### src/rtl/des_key_schedule.sv
// des_key_schedule: DES subkey generator. Accepts a 64-bit key, then emits
// ROUNDS 48-bit subkeys one per SubKeyValid/SubKeyReady handshake, in K1..Kn
// order for encryption or K16 downward for decryption.
//
// state | meaning
// ------+-----------------------------------------------------------
// IDLE  | KeyReady high, waiting for KeyValid
// RUN   | SubKeyValid high, C/D hold the subkey currently presented
module des_key_schedule #(
  parameter int ROUNDS     = 16,
  parameter bit DECRYPT_EN = 1'b1
) (
  input  logic        CLK,
  input  logic        nRST,
  input  logic [63:0] KeyIn,
  input  logic        Decrypt,
  input  logic        KeyValid,
  output logic        KeyReady,
  input  logic        Abort,
  output logic [47:0] SubKey,
  output logic [3:0]  Round,
  output logic        SubKeyValid,
  input  logic        SubKeyReady,
  output logic        Last
);

  typedef enum logic {IDLE, RUN} state_t;

  // FIPS 46-3 permuted choice tables, entries are 1-based bit numbers
  localparam int PC1_TAB [56] = '{
    57, 49, 41, 33, 25, 17,  9,
     1, 58, 50, 42, 34, 26, 18,
    10,  2, 59, 51, 43, 35, 27,
    19, 11,  3, 60, 52, 44, 36,
    63, 55, 47, 39, 31, 23, 15,
     7, 62, 54, 46, 38, 30, 22,
    14,  6, 61, 53, 45, 37, 29,
    21, 13,  5, 28, 20, 12,  4
  };

  localparam int PC2_TAB [48] = '{
    14, 17, 11, 24,  1,  5,
     3, 28, 15,  6, 21, 10,
    23, 19, 12,  4, 26,  8,
    16,  7, 27, 20, 13,  2,
    41, 52, 31, 37, 47, 55,
    30, 40, 51, 45, 33, 48,
    44, 49, 39, 56, 34, 53,
    46, 42, 50, 36, 29, 32
  };

  localparam logic [3:0] LAST_CNT = 4'(ROUNDS - 1);

  state_t      state_q;
  logic [27:0] c_q;
  logic [27:0] d_q;
  logic [3:0]  remain_q;
  logic [3:0]  round_q;
  logic        dec_q;
  logic        key_ready_q;
  logic        sub_key_valid_q;
  logic        last_q;

  logic [55:0] pc1_key;
  logic [55:0] cd;
  logic        mode_in;
  logic        step_one;
  logic        unused_parity;

  // bit 1 of the FIPS numbering sits at KeyIn[63]
  for (genvar i = 0; i < 56; i++) begin : g_pc1
    assign pc1_key[55-i] = KeyIn[64-PC1_TAB[i]];
  end

  // pure wiring from the C/D registers to the subkey output
  assign cd = {c_q, d_q};
  for (genvar i = 0; i < 48; i++) begin : g_pc2
    assign SubKey[47-i] = cd[56-PC2_TAB[i]];
  end

  // parity bits 8,16,..,64 never enter PC1
  assign unused_parity = ^{KeyIn[56], KeyIn[48], KeyIn[40], KeyIn[32],
                           KeyIn[24], KeyIn[16], KeyIn[8],  KeyIn[0]};

  function automatic logic [27:0] rol(input logic [27:0] v, input logic one);
    return one ? {v[26:0], v[27]} : {v[25:0], v[27:26]};
  endfunction

  function automatic logic [27:0] ror(input logic [27:0] v, input logic one);
    return one ? {v[0], v[27:1]} : {v[1:0], v[27:2]};
  endfunction

  // r is a 0-based round index; rounds 1,2,9,16 shift by one
  function automatic logic single_shift(input logic [3:0] r);
    return (r == 4'd0) || (r == 4'd1) || (r == 4'd8) || (r == 4'd15);
  endfunction

  assign mode_in = DECRYPT_EN && Decrypt;

  // encrypt advances to the next round's shift; decrypt undoes the current one
  assign step_one = dec_q ? single_shift(round_q) : single_shift(round_q + 4'd1);

  // schedule FSM: key capture, per-handshake rotation, registered flags
  always_ff @(posedge CLK or negedge nRST) begin
    if (!nRST) begin
      state_q         <= IDLE;
      c_q             <= '0;
      d_q             <= '0;
      remain_q        <= '0;
      round_q         <= '0;
      dec_q           <= 1'b0;
      key_ready_q     <= 1'b1;
      sub_key_valid_q <= 1'b0;
      last_q          <= 1'b0;
    end else if (Abort) begin
      state_q         <= IDLE;
      key_ready_q     <= 1'b1;
      sub_key_valid_q <= 1'b0;
      last_q          <= 1'b0;
    end else begin
      case (state_q)
        IDLE: begin
          if (KeyValid) begin
            // decrypt starts at K16, whose total rotation of 28 is the identity
            c_q             <= mode_in ? pc1_key[55:28] : rol(pc1_key[55:28], 1'b1);
            d_q             <= mode_in ? pc1_key[27:0]  : rol(pc1_key[27:0], 1'b1);
            dec_q           <= mode_in;
            remain_q        <= LAST_CNT;
            round_q         <= mode_in ? 4'd15 : 4'd0;
            state_q         <= RUN;
            key_ready_q     <= 1'b0;
            sub_key_valid_q <= 1'b1;
            last_q          <= (LAST_CNT == 4'd0);
          end
        end
        RUN: begin
          if (SubKeyReady) begin
            if (last_q) begin
              state_q         <= IDLE;
              key_ready_q     <= 1'b1;
              sub_key_valid_q <= 1'b0;
              last_q          <= 1'b0;
            end else begin
              c_q      <= dec_q ? ror(c_q, step_one) : rol(c_q, step_one);
              d_q      <= dec_q ? ror(d_q, step_one) : rol(d_q, step_one);
              round_q  <= dec_q ? round_q - 4'd1 : round_q + 4'd1;
              remain_q <= remain_q - 4'd1;
              last_q   <= (remain_q == 4'd1);
            end
          end
        end
        default: state_q <= IDLE;
      endcase
    end
  end

  assign KeyReady    = key_ready_q;
  assign SubKeyValid = sub_key_valid_q;
  assign Last        = last_q;
  assign Round       = round_q;

endmodule

### config.mk
export PLATFORM = sky130hd
export DESIGN_NAME = des_key_schedule
export DESIGN_NICKNAME = d
export VERILOG_FILES = /design/src/rtl/des_key_schedule.sv
export SDC_FILE = /design/constraint.sdc
export NUM_CORES = 1
export LEC_CHECK = 0
export CAP_MARGIN = 15
export CELL_PAD_IN_SITES_DETAIL_PLACEMENT = 1
export CELL_PAD_IN_SITES_GLOBAL_PLACEMENT = 1
export CORE_ASPECT_RATIO = 1.4
export CORE_MARGIN = 1
export CORE_UTILIZATION = 39
export DETAILED_ROUTE_END_ITERATION = 10
export PLACE_DENSITY_LB_ADDON = 0.1
export SETUP_SLACK_MARGIN = 0.1
export SYNTH_ARGS = -nofsm -noshare
export SYNTH_HDL_FRONTEND = slang
export SYNTH_SLANG_ARGS = --single-unit
### constraint.sdc
create_clock -name CLK -period 2.5 [get_ports CLK]
set_input_delay 0.5 -clock CLK [delete_from_list [all_inputs] [get_ports CLK]]
set_output_delay 0.5 -clock CLK [all_outputs]
set_load 0.01 [all_outputs]
## Yosys cells after proc, flatten, opt, wreduce, memory -nomap -nowiden

Index checks and enable logic that the tools add are counted.

| storage, ports and cells | value |
|---|---|
| word-level logic and storage cells | 85 |
| bits in registers | 69 |
| output and inout port bits | 55 |

| cells by class | value |
|---|---|
| mux-type cells | 46 |
| bitwise operators | 2 |
| reduce and logical (&&, ||, !) cells | 12 |
| equality and inequality tests | 13 |
| add/sub/neg operators | 3 |

Operator list:

| cell | count |
|---|---|
| $mux 28 | 14 |
| $pmux 28 s2 | 2 |
| $mux 4 | 8 |
| $eq 4x4->1 const B | 4 |
| $mux 1 | 16 |
| $pmux 4 s2 | 2 |
| $eq 4x1->1 const B | 3 |
| $logic_not 4->1 | 2 |
| $pmux 1 s2 | 4 |
| $sub 4x1->4 const B | 2 |
| $logic_or 1x1->1 | 6 |
| $ne 2x2->1 const B | 3 |
| $ne 3x3->1 const B | 2 |
| $reduce_and 3->1 | 2 |
| $add 4x1->4 const B | 1 |
| $reduce_and 4->1 | 1 |
| $ne 3x2->1 const B | 1 |
| $not 1->1 | 2 |
| $reduce_and 2->1 | 1 |

## Longest topological paths before layout

Gate-level depths: netlist (run 1).

| logic depth | value |
|---|---|
| depth after elaboration | 11 |
| gate-level depth with buffers | 10 |
| gate-level depth less buffers | 8 |

## Worst setup path before layout (run 1)

No wires, ideal clock.

| path | value |
|---|---|
| kind | reg2reg |
| start point | reg round_q[0] (netlist: Round[0]) |
| end point | reg c_q[16] |
| data arrival time | 2,140 ps |
| stages on the path, launching flop included | 9 |
| library setup time | 136 ps |
| setup slack | 224 ps |
| clock period less this slack | 2,276 ps |
| path through | dfrtp_1 > inv_1 > ha_1 > a21o_1 > a211oi_2 > nand2_1 > buf_2 > a2111oi_0 > nor3_1 |

| on the way | value |
|---|---|
| word-level cells in the longest chain between the ends | 11 |
| elaborated cells between the ends (all ways) | 22 |
| those cells by class | 1 x add/sub; 6 x eq/ne; 7 x mux; 8 x reduce/logical |

Ends and longest elaborated chain:

| element | RTL line | RTL |
|---|---|---|
| start, declared | 58 | `logic [3:0] round_q;` |
| start signal, assigned | 129 | `round_q <= mode_in ? 4'd15 : 4'd0;` |
| start signal, assigned | 146 | `round_q <= dec_q ? round_q - 4'd1 : round_q + 4'd1;` |
| $add 4x1->4 | 101 | `assign step_one = dec_q ? single_shift(round_q) : single_shift(round_q + 4'd1);` |
| $eq 4x1->1 or $logic_not 4->1 (tied branches) | 95 | `return (r == 4'd0) \|\| (r == 4'd1) \|\| (r == 4'd8) \|\| (r == 4'd15);` |
| $logic_or 1x1->1 (3 in series) | 95 |  |
| $mux 1 (*) | 101 |  |
| $mux 28, on equally long branches | 86, 90 |  |
| $mux 28 (*) | 144 | `c_q <= dec_q ? ror(c_q, step_one) : rol(c_q, step_one);` |
| $mux 28 (*) | 138 | `if (last_q) begin` |
| $mux 28 (*) | 137 | `if (SubKeyReady) begin` |
| $pmux 28 s2 (*) | 121 | `case (state_q)` |
| end signal, assigned | 125 | `c_q <= mode_in ? pc1_key[55:28] : rol(pc1_key[55:28], 1'b1);` |
| end signal, assigned | 144 |  |
| end, declared | 55 | `logic [27:0] c_q;` |

Mark *: on every way between the ends. The rest lies on a longest branch, timed or not. The select of a mux whose other input is x is not followed.
A chain may end at the register's enable or synchronous reset.

## Worst setup path after layout (run 1)

| path | value |
|---|---|
| start point | reg round_q[1] (netlist: Round[1]) |
| end point | reg d_q[4] |

| on the way | value |
|---|---|
| word-level cells in the longest chain between the ends | 11 |
| elaborated cells between the ends (all ways) | 22 |
| those cells by class | 1 x add/sub; 6 x eq/ne; 7 x mux; 8 x reduce/logical |

Ends and longest elaborated chain:

| element | RTL line | RTL |
|---|---|---|
| $add 4x1->4 | 101 |  |
| $eq 4x1->1 or $logic_not 4->1 (tied branches) | 95 |  |
| $logic_or 1x1->1 (3 in series) | 95 |  |
| $mux 1 (*) | 101 |  |
| $mux 28, on equally long branches | 86, 90 |  |
| $mux 28 (*) | 145 | `d_q <= dec_q ? ror(d_q, step_one) : rol(d_q, step_one);` |
| $mux 28 (*) | 138 |  |
| $mux 28 (*) | 137 |  |
| $pmux 28 s2 (*) | 121 |  |
| end signal, assigned | 126 | `d_q <= mode_in ? pc1_key[27:0] : rol(pc1_key[27:0], 1'b1);` |
| end signal, assigned | 145 |  |
| end, declared | 56 | `logic [27:0] d_q;` |

Marked as above.

==> metrics.yaml, run 1 <==
status: "finished clean"
via_count: 6989
synth_top_family_by_area: "compound AO/OA/AOI/OAI gates"
final_nets: 957
ys_ff_latch: 69
power_frac_comb: 0.544
setup_slack_ns: 0.0550
worst_pin_slew_ns: 0.681
hpwl_microns: 17200
wl_microns: 26300
detail-route-antenna-nets: 0
antenna_found_initial: 0
clockBufferDepth: 2
die-area_sq_mm: 0.0166
max_freq_mhz: 409
layout_commonest_cell: "nand2_1"
synth_ff_type: "dfrtp_1"
peakVddDrop_uv: 433
synthAdderAreaFrac: 0.0140
cts_hold_repair.buffers: 0
clk_latency_ns: 0.34
synth_cell_type_count: 67
ios: 125
sw_frac_of_total: 0.442
core-area_sq_mm: 0.0157
synth-async-reset-ratio: 1.00
final_layout_size_suffix_gt1_frac: 0.245
post-route-min-period_ns: 2.44
drc_errors: 0
wl_per_cell_microns: 24.4
die_h_microns: 152
grt_usage: 0.317
cp.arrival_ns: 2.70
yosys.area_share.simple: 0.190
drt_pass1_iterations: 5
synth_area_leader_cell: "dfrtp_1"
grt_max_degree: 70
criticalPathCategory: "reg2reg"
r2r_setup_slack_ns: 0.06
cts_tree: "yes"
die_w_microns: 109
most-common-layout-cells: "128 x nand2_1, 114 x clkdlybuf4s50_1, 68 x dfrtp_1"
row_count: 54
setup-violations-final: 0
cts.reportedPaths.clkPinSlew_ns: 0.06
worstReg2RegEnd: "d_q[4]"
insertedDiodeCount: 0
clock_power_share: 0.166
syn_inst: 779
crit_path_end_kind: "flop"
post-route-util: 0.544
p_sw_mw: 3.45
hold_class: "in2async"
seq_area_frac_synth: 0.276
grt_pass1_wl_microns: 40900
power.leakage_nw: 3.57
rsz0062_at_grt: "true"
maxCapViolCount: 0
cp_data_required_time_ns: 2.75
netlist_area_sq_mm: 0.00627
ctsHtreeMaxLevel: 3
cp_max_fo: 7
power_mw: 7.80
ff2ff_path_depth: 11
netlist.area_leader.share: 0.271
area_delta_synth_final_pct: 35.9
synthXorXnorAreaFrac: 0.00279
root_buffer: "clkbuf_16"
syn_nets: 856
hold_violations: 0
dpl_worst_slack_ns: -0.170
grt-ovfl-total: 0
ys_top_cells_by_area: "dfrtp_1 27%, nand2_1 8.3%, buf_4 6.7%"
p_seq_frac: 0.290
finalClockSkew_ns: 0.00718
start_util: 0.400
drtIter0Drc: 379
slew-limit-headroom: 0.545
tns_ns: 0
synth_area_per_cell_sq_um: 8.05
clock-sinks: 69
gp_congestion: 0.836
grt_pass1_vias: 7471
period_share: 0.978
vias_per_cell: 6.47
synth_mux_area_frac: 0.101
p_int_mw: 4.36
synth_edf_count: 0
whs_ns: 0.189
power_density_mw_per_mm2: 916
cts_made_buffers: 9
place.port_buffers: 116
synth_warnings: 0
synth_compound_area_frac: 0.299
cp-start-kind: "flop"
reg2reg_from: "Round[1]"
slew_viol_final: 0
routing by layer:
metal / global-route usage / routed length, microns / vias up
li1: - / - / 3037
met1: 0.396 / 10500 / 3579
met2: 0.532 / 13400 / 303
met3: 0.0438 / 1450 / 70
met4: 0.141 / 978 / 0
met5: 0 / 0 / -
logic make-up (layout without fill, tap and decap cells):
| kind of cell | Yosys count | in the layout |
|---|---|---|
| fa+ha+maj | 7 | 7 |
| buf+inv | 122 | 228 |
| compound gates | 242 | 242 |
| mux | 60 | 60 |
| flops | 69 | 69 |
| simple gates | 277 | 277 |
| xor+xnor | 2 | 2 |
stage by stage:
step | area [sq um] | std cells
after floorplan | 6270 | 779
after global placement | 7610 | 1043
after detailed placement | 7610 | 1043
after CTS | 8090 | 1069
after global routing | 8520 | 1081
final | 8520 | 1081
final cells by class:
class	count	area [sq um]
fill	1820	7160
clock inverter	1	5.00
multi-input combinational	588	4130
inverter	10	37.5
timing repair buffer	202	2100
sequential	69	1730
tap	196	245
clock buffer	15	278
power by group through the flow:
stage | Sequential (mW) | Combinational, mW | Clock, mW
2_1_floorplan | 1.90 | 2.35 | 0
3_5_place_dp | 2.19 | 3.49 | 0
3_3_place_gp | 2.16 | 3.37 | 0
4_1_cts | 2.18 | 3.77 | 1.30
5_1_grt | 2.32 | 4.51 | 1.34
6_report | 2.26 | 4.24 | 1.29
repair_timing:
action                                  CTS  global route
gates cloned                              2             3
endpoints found under the setup margin   39            50
buffers inserted                          8             9
gates resized for setup                  14            62
pin swaps                                 5            40
worst max-delay path: stages (launching register included):
cell,delay [ns]
dfrtp_1,0.42
buf_6,0.14
ha_4,0.15
a21o_1,0.17
a211oi_2,0.33
buf_4,0.20
and2_4,0.18
buf_12,0.15
clkbuf_16,0.16
nand2_4,0.04
a41o_1,0.24
a211oi_2,0.15
sequential cells by signal, indices dropped and copies added, names as in the netlist:
register / cells
Last: 1
Round: 4
remain_q: 4
KeyReady: 1
c_q: 28
dec_q: 1
SubKeyValid: 1
state_q: 1
d_q: 28
worst max path at each step:
| stage | from | end | slack (ns) | cells past startpoint |
|---|---|---|---|---|
| floorplan | Round[0] | c_q[16] | 0.22 | 8 |
| global placement | Abort | c_q[18] | -0.09 | 7 |
| detailed placement | Abort | c_q[18] | -0.17 | 7 |
| CTS | Round[0] | d_q[27] | 0.10 | 10 |
| global route | Round[1] | d_q[0] | -0.004 | 11 |
| finish | Round[1] | d_q[4] | 0.06 | 11 |
synthesized netlist by cell type, types with 3 or more instances:
cell type and n:
and2_1 5, nand3b_1 3, o21a_1 4, nor2_1 69, a21o_1 5, nand4_1 6
o21ai_0 20, o22a_1 3, buf_1 3, mux2i_1 33, a211oi_1 6, and3_1 4
a41o_1 21, ha_1 7, mux2_2 27, a21oi_1 65, a2111oi_0 4, a31oi_1 5
nand2b_1 3, clkbuf_1 27, a221oi_1 28, a211o_1 11, buf_6 6, nor3_1 28
nand2_1 139, a221o_1 4, inv_1 10, buf_4 56, a211oi_2 22, dfrtp_1 68
nand3_1 7, nor3b_1 5, buf_2 19, o41ai_1 5, o22ai_1 15
Note: power is estimated with default switching activity, not from simulation.
==> run 2: changes to the inputs <==
- CORE_MARGIN: 1 -> default
==> results of run 2 <==
Same layout as run 1: the final DEF is identical, and so are final timing and power.
